[src/rtl/norm_shift_pipe_if.sv]
// norm_shift_pipe_if
//   Bundles the input channel (mantissa, exponent, LZC result) and the output
//   channel (normalized mantissa, adjusted exponent, flags) of norm_shift_pipe.
//   Parameters: WIDTH (mantissa width), EXP_W (biased exponent width);
//   CNT_W is derived from WIDTH.
//   Modports: slave  - the normalization stage itself
//             master - the environment (upstream LZC plus downstream consumer)
//   Optional: NORM_LZC_CHECK_EN adds lzc_err_o (sticky LZC consistency error).
interface norm_shift_pipe_if #(
  parameter int WIDTH = 31,
  parameter int EXP_W = 8
);
  localparam int CNT_W = $clog2(WIDTH + 1);

  logic             in_valid_i;
  logic             in_ready_o;
  logic             sign_i;
  logic [WIDTH-1:0] mant_i;
  logic [EXP_W-1:0] exp_i;
  logic [CNT_W-1:0] lzc_cnt_i;
  logic             lzc_empty_i;
  logic             out_valid_o;
  logic             out_ready_i;
  logic             sign_o;
  logic [WIDTH-1:0] mant_o;
  logic [EXP_W-1:0] exp_o;
  logic             zero_o;
  logic             denorm_o;
`ifdef NORM_LZC_CHECK_EN
  logic             lzc_err_o;
`endif

  modport slave (
    input  in_valid_i, sign_i, mant_i, exp_i, lzc_cnt_i, lzc_empty_i, out_ready_i,
    output in_ready_o, out_valid_o, sign_o, mant_o, exp_o, zero_o, denorm_o
`ifdef NORM_LZC_CHECK_EN
    , output lzc_err_o
`endif
  );

  modport master (
    output in_valid_i, sign_i, mant_i, exp_i, lzc_cnt_i, lzc_empty_i, out_ready_i,
    input  in_ready_o, out_valid_o, sign_o, mant_o, exp_o, zero_o, denorm_o
`ifdef NORM_LZC_CHECK_EN
    , input lzc_err_o
`endif
  );
endinterface

[src/rtl/norm_shift_pipe.sv]
// norm_shift_pipe
//   Normalization stage after the leading-zero counter. Stage 1 captures the
//   operand and decides shift amount / new exponent (clamping to subnormal on
//   underflow); stage 2 performs the left shift. 2-cycle latency, 1/cycle
//   throughput, valid/ready on both sides.
//   Ports: clk_i  - clock, rising edge
//          rst_ni - asynchronous active-low reset
//          bus    - norm_shift_pipe_if.slave (input and output channels)
//   Optional: define NORM_LZC_CHECK_EN to add a sticky lzc_err_o flag that
//   reports an LZC count/empty inconsistent with the accepted mantissa.
module norm_shift_pipe #(
  parameter  int WIDTH = 31,
  parameter  int EXP_W = 8,
  localparam int CNT_W = $clog2(WIDTH + 1)
) (
  input  logic               clk_i,
  input  logic               rst_ni,
  norm_shift_pipe_if.slave   bus
);
  localparam int CMP_W = (EXP_W > CNT_W) ? EXP_W : CNT_W;

  logic             s1_valid;
  logic             s1_sign;
  logic [WIDTH-1:0] s1_mant;
  logic [CNT_W-1:0] s1_shamt;
  logic [EXP_W-1:0] s1_exp;
  logic             s1_zero;
  logic             s1_denorm;

  logic             out_valid;
  logic             out_sign;
  logic [WIDTH-1:0] out_mant;
  logic [EXP_W-1:0] out_exp;
  logic             out_zero;
  logic             out_denorm;

  logic s2_ready;
  logic in_ready;
  logic in_fire;

  assign s2_ready = ~out_valid | bus.out_ready_i;
  assign in_ready = ~s1_valid | s2_ready;
  assign in_fire  = bus.in_valid_i & in_ready;

  logic [CMP_W-1:0] exp_ext;
  logic [CMP_W-1:0] cnt_ext;
  logic [CNT_W-1:0] shamt_d;
  logic [EXP_W-1:0] exp_d;
  logic             zero_d;
  logic             denorm_d;

  assign exp_ext = CMP_W'(bus.exp_i);
  assign cnt_ext = CMP_W'(bus.lzc_cnt_i);

  // Underflow: shift only as far as the exponent allows. Exponent 0 has the
  // same effective exponent as 1, hence the exp-1 shift and no shift at 0.
  always_comb begin
    shamt_d  = '0;
    exp_d    = '0;
    zero_d   = 1'b0;
    denorm_d = 1'b0;
    if (bus.lzc_empty_i) begin
      zero_d = 1'b1;
    end else if (exp_ext > cnt_ext) begin
      shamt_d = bus.lzc_cnt_i;
      exp_d   = EXP_W'(exp_ext - cnt_ext);
    end else begin
      denorm_d = 1'b1;
      shamt_d  = (bus.exp_i == '0) ? '0 : CNT_W'(exp_ext - CMP_W'(1));
    end
  end

  always_ff @(posedge clk_i or negedge rst_ni) begin
    if (!rst_ni) begin
      s1_valid   <= 1'b0;
      s1_sign    <= 1'b0;
      s1_mant    <= '0;
      s1_shamt   <= '0;
      s1_exp     <= '0;
      s1_zero    <= 1'b0;
      s1_denorm  <= 1'b0;
      out_valid  <= 1'b0;
      out_sign   <= 1'b0;
      out_mant   <= '0;
      out_exp    <= '0;
      out_zero   <= 1'b0;
      out_denorm <= 1'b0;
    end else begin
      if (in_ready) begin
        s1_valid <= bus.in_valid_i;
      end
      if (in_fire) begin
        s1_sign   <= bus.sign_i;
        s1_mant   <= bus.mant_i;
        s1_shamt  <= shamt_d;
        s1_exp    <= exp_d;
        s1_zero   <= zero_d;
        s1_denorm <= denorm_d;
      end
      if (s2_ready) begin
        out_valid <= s1_valid;
      end
      if (s1_valid & s2_ready) begin
        out_sign   <= s1_sign;
        out_mant   <= s1_mant << s1_shamt;
        out_exp    <= s1_exp;
        out_zero   <= s1_zero;
        out_denorm <= s1_denorm;
      end
    end
  end

  assign bus.in_ready_o  = in_ready;
  assign bus.out_valid_o = out_valid;
  assign bus.sign_o      = out_sign;
  assign bus.mant_o      = out_mant;
  assign bus.exp_o       = out_exp;
  assign bus.zero_o      = out_zero;
  assign bus.denorm_o    = out_denorm;

`ifdef NORM_LZC_CHECK_EN
  logic [CNT_W-1:0] top_idx;
  logic             chk_bad;
  logic             lzc_err;

  // A correct count leaves exactly the leading one after shifting right so
  // that bit sits at position 0; any higher set bit makes the result > 1.
  always_comb begin
    top_idx = CNT_W'(WIDTH - 1) - bus.lzc_cnt_i;
    chk_bad = 1'b0;
    if (bus.lzc_empty_i) begin
      chk_bad = |bus.mant_i;
    end else if (bus.lzc_cnt_i > CNT_W'(WIDTH - 1)) begin
      chk_bad = 1'b1;
    end else begin
      chk_bad = (bus.mant_i >> top_idx) != WIDTH'(1);
    end
  end

  always_ff @(posedge clk_i or negedge rst_ni) begin
    if (!rst_ni) begin
      lzc_err <= 1'b0;
    end else if (in_fire & chk_bad) begin
      lzc_err <= 1'b1;
    end
  end

  assign bus.lzc_err_o = lzc_err;
`endif
endmodule

[src/flat_wrapper.sv]
// flat-port wrapper written by rule: the top's interface ports become plain ports
module norm_shift_pipe_flat 
#(
  parameter  int WIDTH = 31,
  parameter  int EXP_W = 8,
  localparam int CNT_W = $clog2(WIDTH + 1)
)
  (clk_i, rst_ni, bus_in_valid_i, bus_sign_i, bus_mant_i, bus_exp_i, bus_lzc_cnt_i, bus_lzc_empty_i, bus_out_ready_i, bus_in_ready_o, bus_out_valid_o, bus_sign_o, bus_mant_o, bus_exp_o, bus_zero_o, bus_denorm_o);
  norm_shift_pipe_if #(.WIDTH(WIDTH), .EXP_W(EXP_W)) bus_i ();
  input  logic clk_i;
  input  logic rst_ni;
  input wire logic [$bits(bus_i.in_valid_i)-1:0] bus_in_valid_i;
  input wire logic [$bits(bus_i.sign_i)-1:0] bus_sign_i;
  input wire logic [$bits(bus_i.mant_i)-1:0] bus_mant_i;
  input wire logic [$bits(bus_i.exp_i)-1:0] bus_exp_i;
  input wire logic [$bits(bus_i.lzc_cnt_i)-1:0] bus_lzc_cnt_i;
  input wire logic [$bits(bus_i.lzc_empty_i)-1:0] bus_lzc_empty_i;
  input wire logic [$bits(bus_i.out_ready_i)-1:0] bus_out_ready_i;
  output wire logic [$bits(bus_i.in_ready_o)-1:0] bus_in_ready_o;
  output wire logic [$bits(bus_i.out_valid_o)-1:0] bus_out_valid_o;
  output wire logic [$bits(bus_i.sign_o)-1:0] bus_sign_o;
  output wire logic [$bits(bus_i.mant_o)-1:0] bus_mant_o;
  output wire logic [$bits(bus_i.exp_o)-1:0] bus_exp_o;
  output wire logic [$bits(bus_i.zero_o)-1:0] bus_zero_o;
  output wire logic [$bits(bus_i.denorm_o)-1:0] bus_denorm_o;
  assign bus_i.in_valid_i = bus_in_valid_i;
  assign bus_i.sign_i = bus_sign_i;
  assign bus_i.mant_i = bus_mant_i;
  assign bus_i.exp_i = bus_exp_i;
  assign bus_i.lzc_cnt_i = bus_lzc_cnt_i;
  assign bus_i.lzc_empty_i = bus_lzc_empty_i;
  assign bus_i.out_ready_i = bus_out_ready_i;
  assign bus_in_ready_o = bus_i.in_ready_o;
  assign bus_out_valid_o = bus_i.out_valid_o;
  assign bus_sign_o = bus_i.sign_o;
  assign bus_mant_o = bus_i.mant_o;
  assign bus_exp_o = bus_i.exp_o;
  assign bus_zero_o = bus_i.zero_o;
  assign bus_denorm_o = bus_i.denorm_o;
  norm_shift_pipe #(.WIDTH(WIDTH), .EXP_W(EXP_W)) u_core (.clk_i(clk_i), .rst_ni(rst_ni), .bus(bus_i));
endmodule
[config.mk]
export PLATFORM = sky130hd
export DESIGN_NAME = norm_shift_pipe_flat
export DESIGN_NICKNAME = d
export VERILOG_FILES = /design/src/rtl/norm_shift_pipe_if.sv /design/src/rtl/norm_shift_pipe.sv /design/src/flat_wrapper.sv
export SDC_FILE = /design/constraint.sdc
export NUM_CORES = 1
export LEC_CHECK = 0
export CAP_MARGIN = 20
export CORE_ASPECT_RATIO = 0.9
export CORE_MARGIN = 2
export CORE_UTILIZATION = 50
export DETAILED_ROUTE_END_ITERATION = 10
export DONT_BUFFER_PORTS = 1
export GPL_TIMING_DRIVEN = 0
export PLACE_DENSITY = 0.75
export SLEW_MARGIN = 20
export SYNTH_ARGS = -nofsm -noshare
export SYNTH_HDL_FRONTEND = slang
export SYNTH_SLANG_ARGS = --single-unit
[constraint.sdc]
create_clock -name clk_i -period 3.2 [get_ports clk_i]
set_input_delay 0.32 -clock clk_i [delete_from_list [all_inputs] [get_ports clk_i]]
set_output_delay 0.32 -clock clk_i [all_outputs]
set_load 0.1 [all_outputs]
; ---- Word-level counts from Yosys, hierarchy flattened
; Index checks and enable logic that the tools add are counted.
[word_totals]
input_bits = 50
wordCells = 32
regBits = 91
out_inout_bits = 44
[classes]
magnitude_cmp = 1
n_mux = 8
reduce_logical = 1
addsub = 2
n_shift = 1
n_bitwise = 6
[ops]
columns = operator, n
row1 = $shl A31 B5 Y31, 1
row2 = $mux W8, 2
row3 = $mux W5, 3
row4 = $gt A8 B5 Y1, 1
row5 = $logic_not A8 Y1, 1
row6 = $sub A8 B5 Y8, 1
row7 = $sub A5 B1 Y5 const B, 1
row8 = $mux W1, 3
row9 = $and A1 B1 Y1, 2
row10 = $not A1 Y1, 2
row11 = $or A1 B1 Y1, 2

; ---- Logic depth before layout (Yosys ltp)
; Gate-level depths: netlist of the first run.
[logic_depth]
ltp_word = 4
ltp_mapped = 11
mapped_depth_nobuf = 10

; ---- Least setup slack after synthesis of the first run
; No wires, ideal clock.
[synth_path]
path_type = register to register
startpoint = register u_core.out_valid (netlist: u_core.bus.out_valid_o)
endpoint = register u_core.s1_mant[25]
synth_period_minus_slack_ps = 3350
t_arrival_ps = 3225
path_slack_ps = -150
stages_incl_launch_ff = 6
path_cell_list = dfrtp_1 nand3b_1 nand2_1 buf_2 buf_1 mux2_2
[synth_between]
elab_chain_len = 4
[synth_lines]
columns = item, line
row1 = "start, declared", norm_shift_pipe.sv:30  ; logic out_valid;
row2 = "start signal, assigned", norm_shift_pipe.sv:101  ; out_valid <= s1_valid;
row3 = $not A1 Y1, norm_shift_pipe.sv:41  ; assign s2_ready = ~out_valid | bus.out_ready_i;
row4 = $or A1 B1 Y1, norm_shift_pipe.sv:41
row5 = $or A1 B1 Y1, norm_shift_pipe.sv:42  ; assign in_ready = ~s1_valid | s2_ready;
row6 = named net bus_in_ready_o, flat_wrapper.sv:19  ; output wire logic [$bits(bus_i.in_ready_o)-1:0] bus_in_ready_o;
row7 = $and A1 B1 Y1, norm_shift_pipe.sv:43  ; assign in_fire = bus.in_valid_i & in_ready;
row8 = "end signal, assigned", norm_shift_pipe.sv:94  ; s1_mant <= bus.mant_i;
row9 = "end, declared", norm_shift_pipe.sv:24  ; logic [WIDTH-1:0] s1_mant;
; The timed path passes the listed nets, and every way through them passes these cells.
; A chain may end at the register's enable or synchronous reset.

; ---- Worst setup path after layout of the first run
[layout_path]
startpoint = register u_core.out_valid (netlist: u_core.bus.out_valid_o)
endpoint = register u_core.s1_mant[26]
; Same word-level chain as after synthesis.

==> impl_metrics.json, run 1 <==
{
  "syn_inst": 511,
  "die_w_microns": 113.6,
  "avgSynthCellArea_sq_um": 10.58,
  "coreArea_sq_um": 10380,
  "yosys_register_bits": 91,
  "syn_nets": 569,
  "rr_worst_depth": 7,
  "routedWlPerCell_microns": 22.35,
  "vias_per_cell": 6.421,
  "syn_to_final_growth_pct": 9.887,
  "numCtsBuffers": 9,
  "diodes": 0,
  "grt_start_max_net_pins": 92,
  "layout.nets": 584,
  "grt_pass1_wl_microns": 23380,
  "nFillCells": 868,
  "routed_wl_microns": 14750,
  "reg2reg_from": "u_core.bus.out_valid_o",
  "crit_family": "buffers and inverters",
  "path_cells": "nand3b_1 -> buf_16 -> buf_6 -> nand2_1 -> buf_2 -> buf_1 -> mux2_2",
  "place_congestion": 0.9146,
  "initial_core_util_pct": 52.07,
  "pre_cts_slack_ns": 0.4992,
  "synth_area_leaders": "dfrtp_1 42%, mux2_2 10%, mux2i_1 8.3%, nand2_1 5.3%, mux4_2 4.2%",
  "reg2reg_slack_ns": 0.44,
  "die_y_microns": 102.6,
  "status": "finished, final reports clean",
  "finalCritPeriodShare_pct": 86.24,
  "yosys-mux-area-fraction_pct": 24.94,
  "p_leak_nw": 2.573,
  "path_class": "register to register",
  "peakVddDrop_v": 0.0005304,
  "powerDensity_nw_per_um2": 875.9,
  "synth_ff_type": "dfrtp_1",
  "synth.distinct_cells": 52,
  "critPathMaxStageDelay_ns": 0.70,
  "grt_pass1_vias": 4182,
  "drt-pass1-iter-count": 5,
  "setup-tns-final_ns": 0,
  "r2r-end": "u_core.s1_mant[26]",
  "synthArstFlopShare_pct": 100.0,
  "fin_skew_ns": 0.007737,
  "crit_fanout": 10,
  "crit_buf_inv": 4,
  "ys_warn_count": 0,
  "clkTransAtPathRegs_ns": 0.07,
  "finalCriticalPeriod_ns": 2.760,
  "globalRoute.totalOverflow": 0,
  "ios": 94,
  "synthTopCellsByCount": "91 x dfrtp_1, 77 x nand2_1, 48 x mux2_2",
  "grt_usage_pct": 26.20,
  "timing_hold_violations_final": 0,
  "yosysMostFrequentCell": "dfrtp_1",
  "antenna_found_initial": 0,
  "core.rowCount": 35,
  "required_ns": 3.43,
  "finalSetupViolations": 0,
  "synth_edf_count": 0,
  "ant_nets": 0,
  "drive_gt1_share_pct": 18.08,
  "die_area_sq_um": 11660,
  "report.final.slew_viol_count": 0,
  "worst_slew_pin_slew_ns": 0.9245,
  "yosys.area.top_type_share_pct": 42.14,
  "drtIter0Drc": 414,
  "cts_resized": 0,
  "cts_tree": "done",
  "cp-end-kind": "register",
  "whs_endpoint": "u_core.s1_denorm",
  "drv_cap": 0,
  "fmax_mhz": 362.4,
  "arrival_ns": 2.99,
  "rsz0062_at_grt": "no",
  "num_vias": 4238,
  "synth.largest_area_cell": "dfrtp_1",
  "yosys.area_share.simple_pct": 10.93,
  "clock_sinks": 91,
  "cts_max_level": 3,
  "clkLatencyLatePin_ns": 0.35,
  "finalInstanceArea_sq_um": 5938,
  "post-route-util_pct": 57.22,
  "synth_top_family_by_area": "multiplexers",
  "hp-start": "bus_lzc_empty_i",
  "clock_path_buffers": 2,
  "dp_hpwl_microns": 11110,
  "slowest_stage": "dfrtp_2",
  "place_area_sq_um": 5605,
  "drc": 0,
  "setup.worst_path.start_class": "register",
  "cts_root_buf": "clkbuf_16",
  "ys_seq_area_share_pct": 42.14,
  "synth_compound_area_share_pct": 14.26,
  "syn_area_sq_um": 5404,
  "hp-class": "input port to register",
  "relSlewSlack_pct": 38.36,
  "holdPathStages": 1,
  "synthAdderAreaFrac_pct": 1.991,
  "yosys.area_share.xor_xnor_pct": 1.459,
  "io_buffers": 0,
  "setup_ws_ns": 0.4403
}
-- placed cells by master, fill, tap and decap left out, types with 10 or more instances in the layout --
cell type	Yosys	routed
a21oi_1	19	19
a22o_1	20	20
buf_2	11	11
clkbuf_1	17	18
dfrtp_1	91	90
inv_1	11	11
mux2_2	48	48
mux2i_1	45	45
mux4_2	10	10
nand2_1	77	77
nor2_1	25	25
o21ai_0	26	26
-- power breakdown --
| part | switching [W] | total [W] | internal (W) |
|---|---|---|---|
| sequential | 0.00147 | 0.00285 | 0.00138 |
| clock | 0.000449 | 0.00105 | 0.000605 |
| combinational | 0.000724 | 0.00130 | 0.000574 |
-- sequential cells by signal, indices dropped and copies added, names as in the netlist, 5 cells and up --
| signal | count |
|---|---|
| u_core.bus.exp_o | 8 |
| u_core.bus.mant_o | 31 |
| u_core.s1_exp | 8 |
| u_core.s1_shamt | 5 |
| u_core.s1_mant | 31 |
-- kinds of logic after synthesis --
logic type,count (synthesis)
xor+xnor,9
mux,108
flops,91
fa+ha+maj,8
simple gates,136
buf+inv,48
compound gates,111
-- per-stage QoR --
stage / total power (W) / hold WS [ns] / cells
finish: 0.005201 / 0.05798 / 660
global route: 0.005408 / 0.04692 / 660
CTS: 0.005189 / 0.05621 / 660
detailed placement: 0.004112 / 0.02700 / 642
global placement: 0.004061 / 0.02719 / 640
floorplan: 0.003733 / 0.02441 / 511
-- metal layers --
| layer | global-route usage (%) | part of all wire, % | vias up |
|---|---|---|---|
| li1 | - | - | 1891 |
| met1 | 35.82 | 43 | 2068 |
| met2 | 40.72 | 45 | 255 |
| met3 | 8.348 | 9.4 | 24 |
| met4 | 7.317 | 1.7 | 0 |
| met5 | 0 | 0 | - |
-- final cells by class --
class	instances	area [sq um]	share of cell area [%]
clock buffers	10	229.0	3.856
well taps	129	161.4	2.718
repair buffers	4	76.32	1.285
multi-input cells	372	2895	48.76
plain buffers	36	186.4	3.139
inverters	12	45.04	0.7585
clock inverters	6	66.31	1.117
flip-flops and latches	91	2278	38.37
-- timing repair --
| item | 4_1_cts | 5_1_grt |
|---|---|---|
| setup buffers | 0 | 0 |
| endpoints found under the setup margin | 0 | 0 |
| hold buffers | 2 | 0 |
| endpoints found under the hold margin | 91 | 0 |
-- worst max path at each step --
stage	cells after the start	to	start	slack [ns]
after detailed placement	7	u_core.s1_mant[26]	u_core.bus.out_valid_o	0.50
after floorplan	5	u_core.s1_mant[25]	u_core.bus.out_valid_o	0.24
after global placement	5	u_core.s1_mant[28]	u_core.bus.out_valid_o	-0.28
after global routing	7	u_core.s1_mant[26]	u_core.bus.out_valid_o	0.31
after CTS	7	u_core.s1_mant[26]	u_core.bus.out_valid_o	0.47
final	7	u_core.s1_mant[26]	u_core.bus.out_valid_o	0.44
Note: power is estimated with default switching activity, not from simulation.
==> run 2: changes to the inputs <==
Settings changed: ABC_CLOCK_PERIOD_IN_PS set to 2700, SLEW_MARGIN 20 to 5.
Clock period 3.2 ns to 2.7 ns, I/O delays scaled along.
==> run 2 against run 1 <==
Net effect:
- largest cell class unchanged
- non-clock buffer count unchanged
- clock power increased by 11%
- sequential power increased by 19%
- critical path depth unchanged
- clock skew increased by 0.0019 ns
- global-route usage decreased by 0.39 points
- sequential share of layout area increased by 0.15 points
- utilization decreased by 0.16 points
- critical endpoint is now u_core.s1_mant[25]
- setup slack got worse by 0.19 ns
- highest routed layer unchanged
- cell count unchanged
- largest power group unchanged
- cell area decreased by 0.27%
==> impl_metrics.json, run 2 (same netlist as run 1, synthesis figures left out) <==
{
  "status": "finished, final reports clean",
  "relSlewSlack_pct": 35.16,
  "initial_core_util_pct": 52.07,
  "report.final.slew_viol_count": 0,
  "clkTransAtPathRegs_ns": 0.06,
  "numCtsBuffers": 9,
  "fin_skew_ns": 0.009631,
  "hp-start": "bus_lzc_empty_i",
  "clkLatencyLatePin_ns": 0.35,
  "die_y_microns": 102.6,
  "ant_nets": 0,
  "mostFrequentLayoutCell": "dfrtp_1",
  "routed_wl_microns": 14490,
  "reg2reg_from": "u_core.bus.out_valid_o",
  "grt_pass1_vias": 4120,
  "post-route-util_pct": 57.06,
  "die_w_microns": 113.6,
  "drc": 0,
  "diodes": 0,
  "hp-class": "input port to register",
  "drt-pass1-iter-count": 5,
  "drtIter0Drc": 347,
  "grt_start_max_net_pins": 92,
  "die_area_sq_um": 11660,
  "worst_slew_pin_slew_ns": 0.9727,
  "num_vias": 4145,
  "place_congestion": 0.9235,
  "io_buffers": 0,
  "cts_max_level": 3,
  "cts_resized": 0,
  "path_class": "register to register",
  "peakVddDrop_v": 0.0005126,
  "critPathLaunch": "u_core.bus.out_valid_o",
  "syn_to_final_growth_pct": 9.586,
  "ios": 94,
  "clock_path_buffers": 2,
  "crit_fanout": 10,
  "vias_per_cell": 6.280,
  "finalCriticalPeriod_ns": 2.454,
  "timing_hold_violations_final": 0,
  "fmax_mhz": 407.5,
  "powerDensity_nw_per_um2": 1028,
  "core.rowCount": 35,
  "globalRoute.totalOverflow": 0,
  "place_area_sq_um": 5608,
  "finalCritPeriodShare_pct": 90.89,
  "cp-end-kind": "register",
  "antenna_found_initial": 0,
  "routedWlPerCell_microns": 21.95,
  "finalSetupViolations": 0,
  "whs_ns": 0.02037,
  "drive_gt1_share_pct": 18.83,
  "rsz0062_at_grt": "no",
  "required_ns": 2.93,
  "layout_common_cells": "90 x dfrtp_1, 77 x nand2_1, 48 x mux2_2, 45 x mux2i_1, 25 x nor2_1",
  "nFillCells": 885,
  "grt_usage_pct": 25.81,
  "cts_tree": "done",
  "finalInstanceArea_sq_um": 5922,
  "setup_ws_ns": 0.2461,
  "layout.nets": 584,
  "setup.worst_path.start_class": "register",
  "p_leak_nw": 2.574,
  "clock_sinks": 91,
  "coreArea_sq_um": 10380,
  "pre_cts_slack_ns": 0.2339,
  "grt_pass1_wl_microns": 23120,
  "dp_hpwl_microns": 11040,
  "drv_cap": 0,
  "arrival_ns": 2.68,
  "cts_root_buf": "clkbuf_16"
}
[run 2: changes by cell type in the layout (fill, tap and decap cells not counted), sizes merged]
cell,previous run,this run
clkinvlp,3,2
bufinv,1,0
inv,11,14
clkbuf,27,26
[run 2: layer usage]
| metal | global-route usage (%) | share of wire, % |
|---|---|---|
| met1 | 36.80 | 44 |
| met3 | 7.407 | 9.7 |
| met5 | 0 | 0 |
| met4 | 6.567 | 1.4 |
| met2 | 39.24 | 45 |
[run 2: worst paths after layout]
check / end / slack (ns) / depth (start not counted)
setup / recovery: u_core.s1_mant[25] / 0.25 / 7
hold reg to reg: u_core.bus.sign_o / 0.47 / 2
setup reg to reg: u_core.s1_mant[25] / 0.25 / 7
hold / removal: u_core.s1_denorm / 0.02 / 1
max in group asynchronous: u_core.bus.out_valid_o / 1.85 / 2
min in group asynchronous: u_core.bus.mant_o[20] / 0.49 / 2
[run 2: layout make-up]
| cell class | count | area (sq um) | share of cell area (%) |
|---|---|---|---|
| plain buffers | 36 | 191.4 | 3.233 |
| inverters | 12 | 45.04 | 0.7606 |
| clock buffers | 9 | 225.2 | 3.803 |
| clock inverters | 7 | 51.30 | 0.8663 |
| repair buffers | 4 | 70.07 | 1.183 |
| flip-flops and latches | 91 | 2281 | 38.52 |
| well taps | 129 | 161.4 | 2.726 |
| multi-input cells | 372 | 2897 | 48.91 |
[run 2: report_power, final]
part	switching, W	internal, W
Clock	0.000542	0.000630
Sequential	0.00174	0.00163
Combinational	0.000857	0.000682
Total	0.00314	0.00294
[run 2: repair_timing]
item / in CTS / in global routing
hold buffers: 2 / 0
setup buffers: 0 / 0
hold endpoints to repair: 91 / 0
[run 2: critical path: stages (launching register included)]
cell and delay, ns:
dfrtp_4 0.62, nand3b_1 0.21, buf_16 0.22, buf_2 0.14, nand2_1 0.18, buf_2 0.31, buf_2 0.29, mux2_2 0.36
[run 2: per-stage QoR]
stage	total power, W	instances	setup TNS, ns
detailed placement	0.004867	642	0
CTS	0.006071	660	0
finish	0.006087	660	0
global placement	0.004814	640	-16.81
global route	0.006323	660	0
floorplan	0.004427	511	0
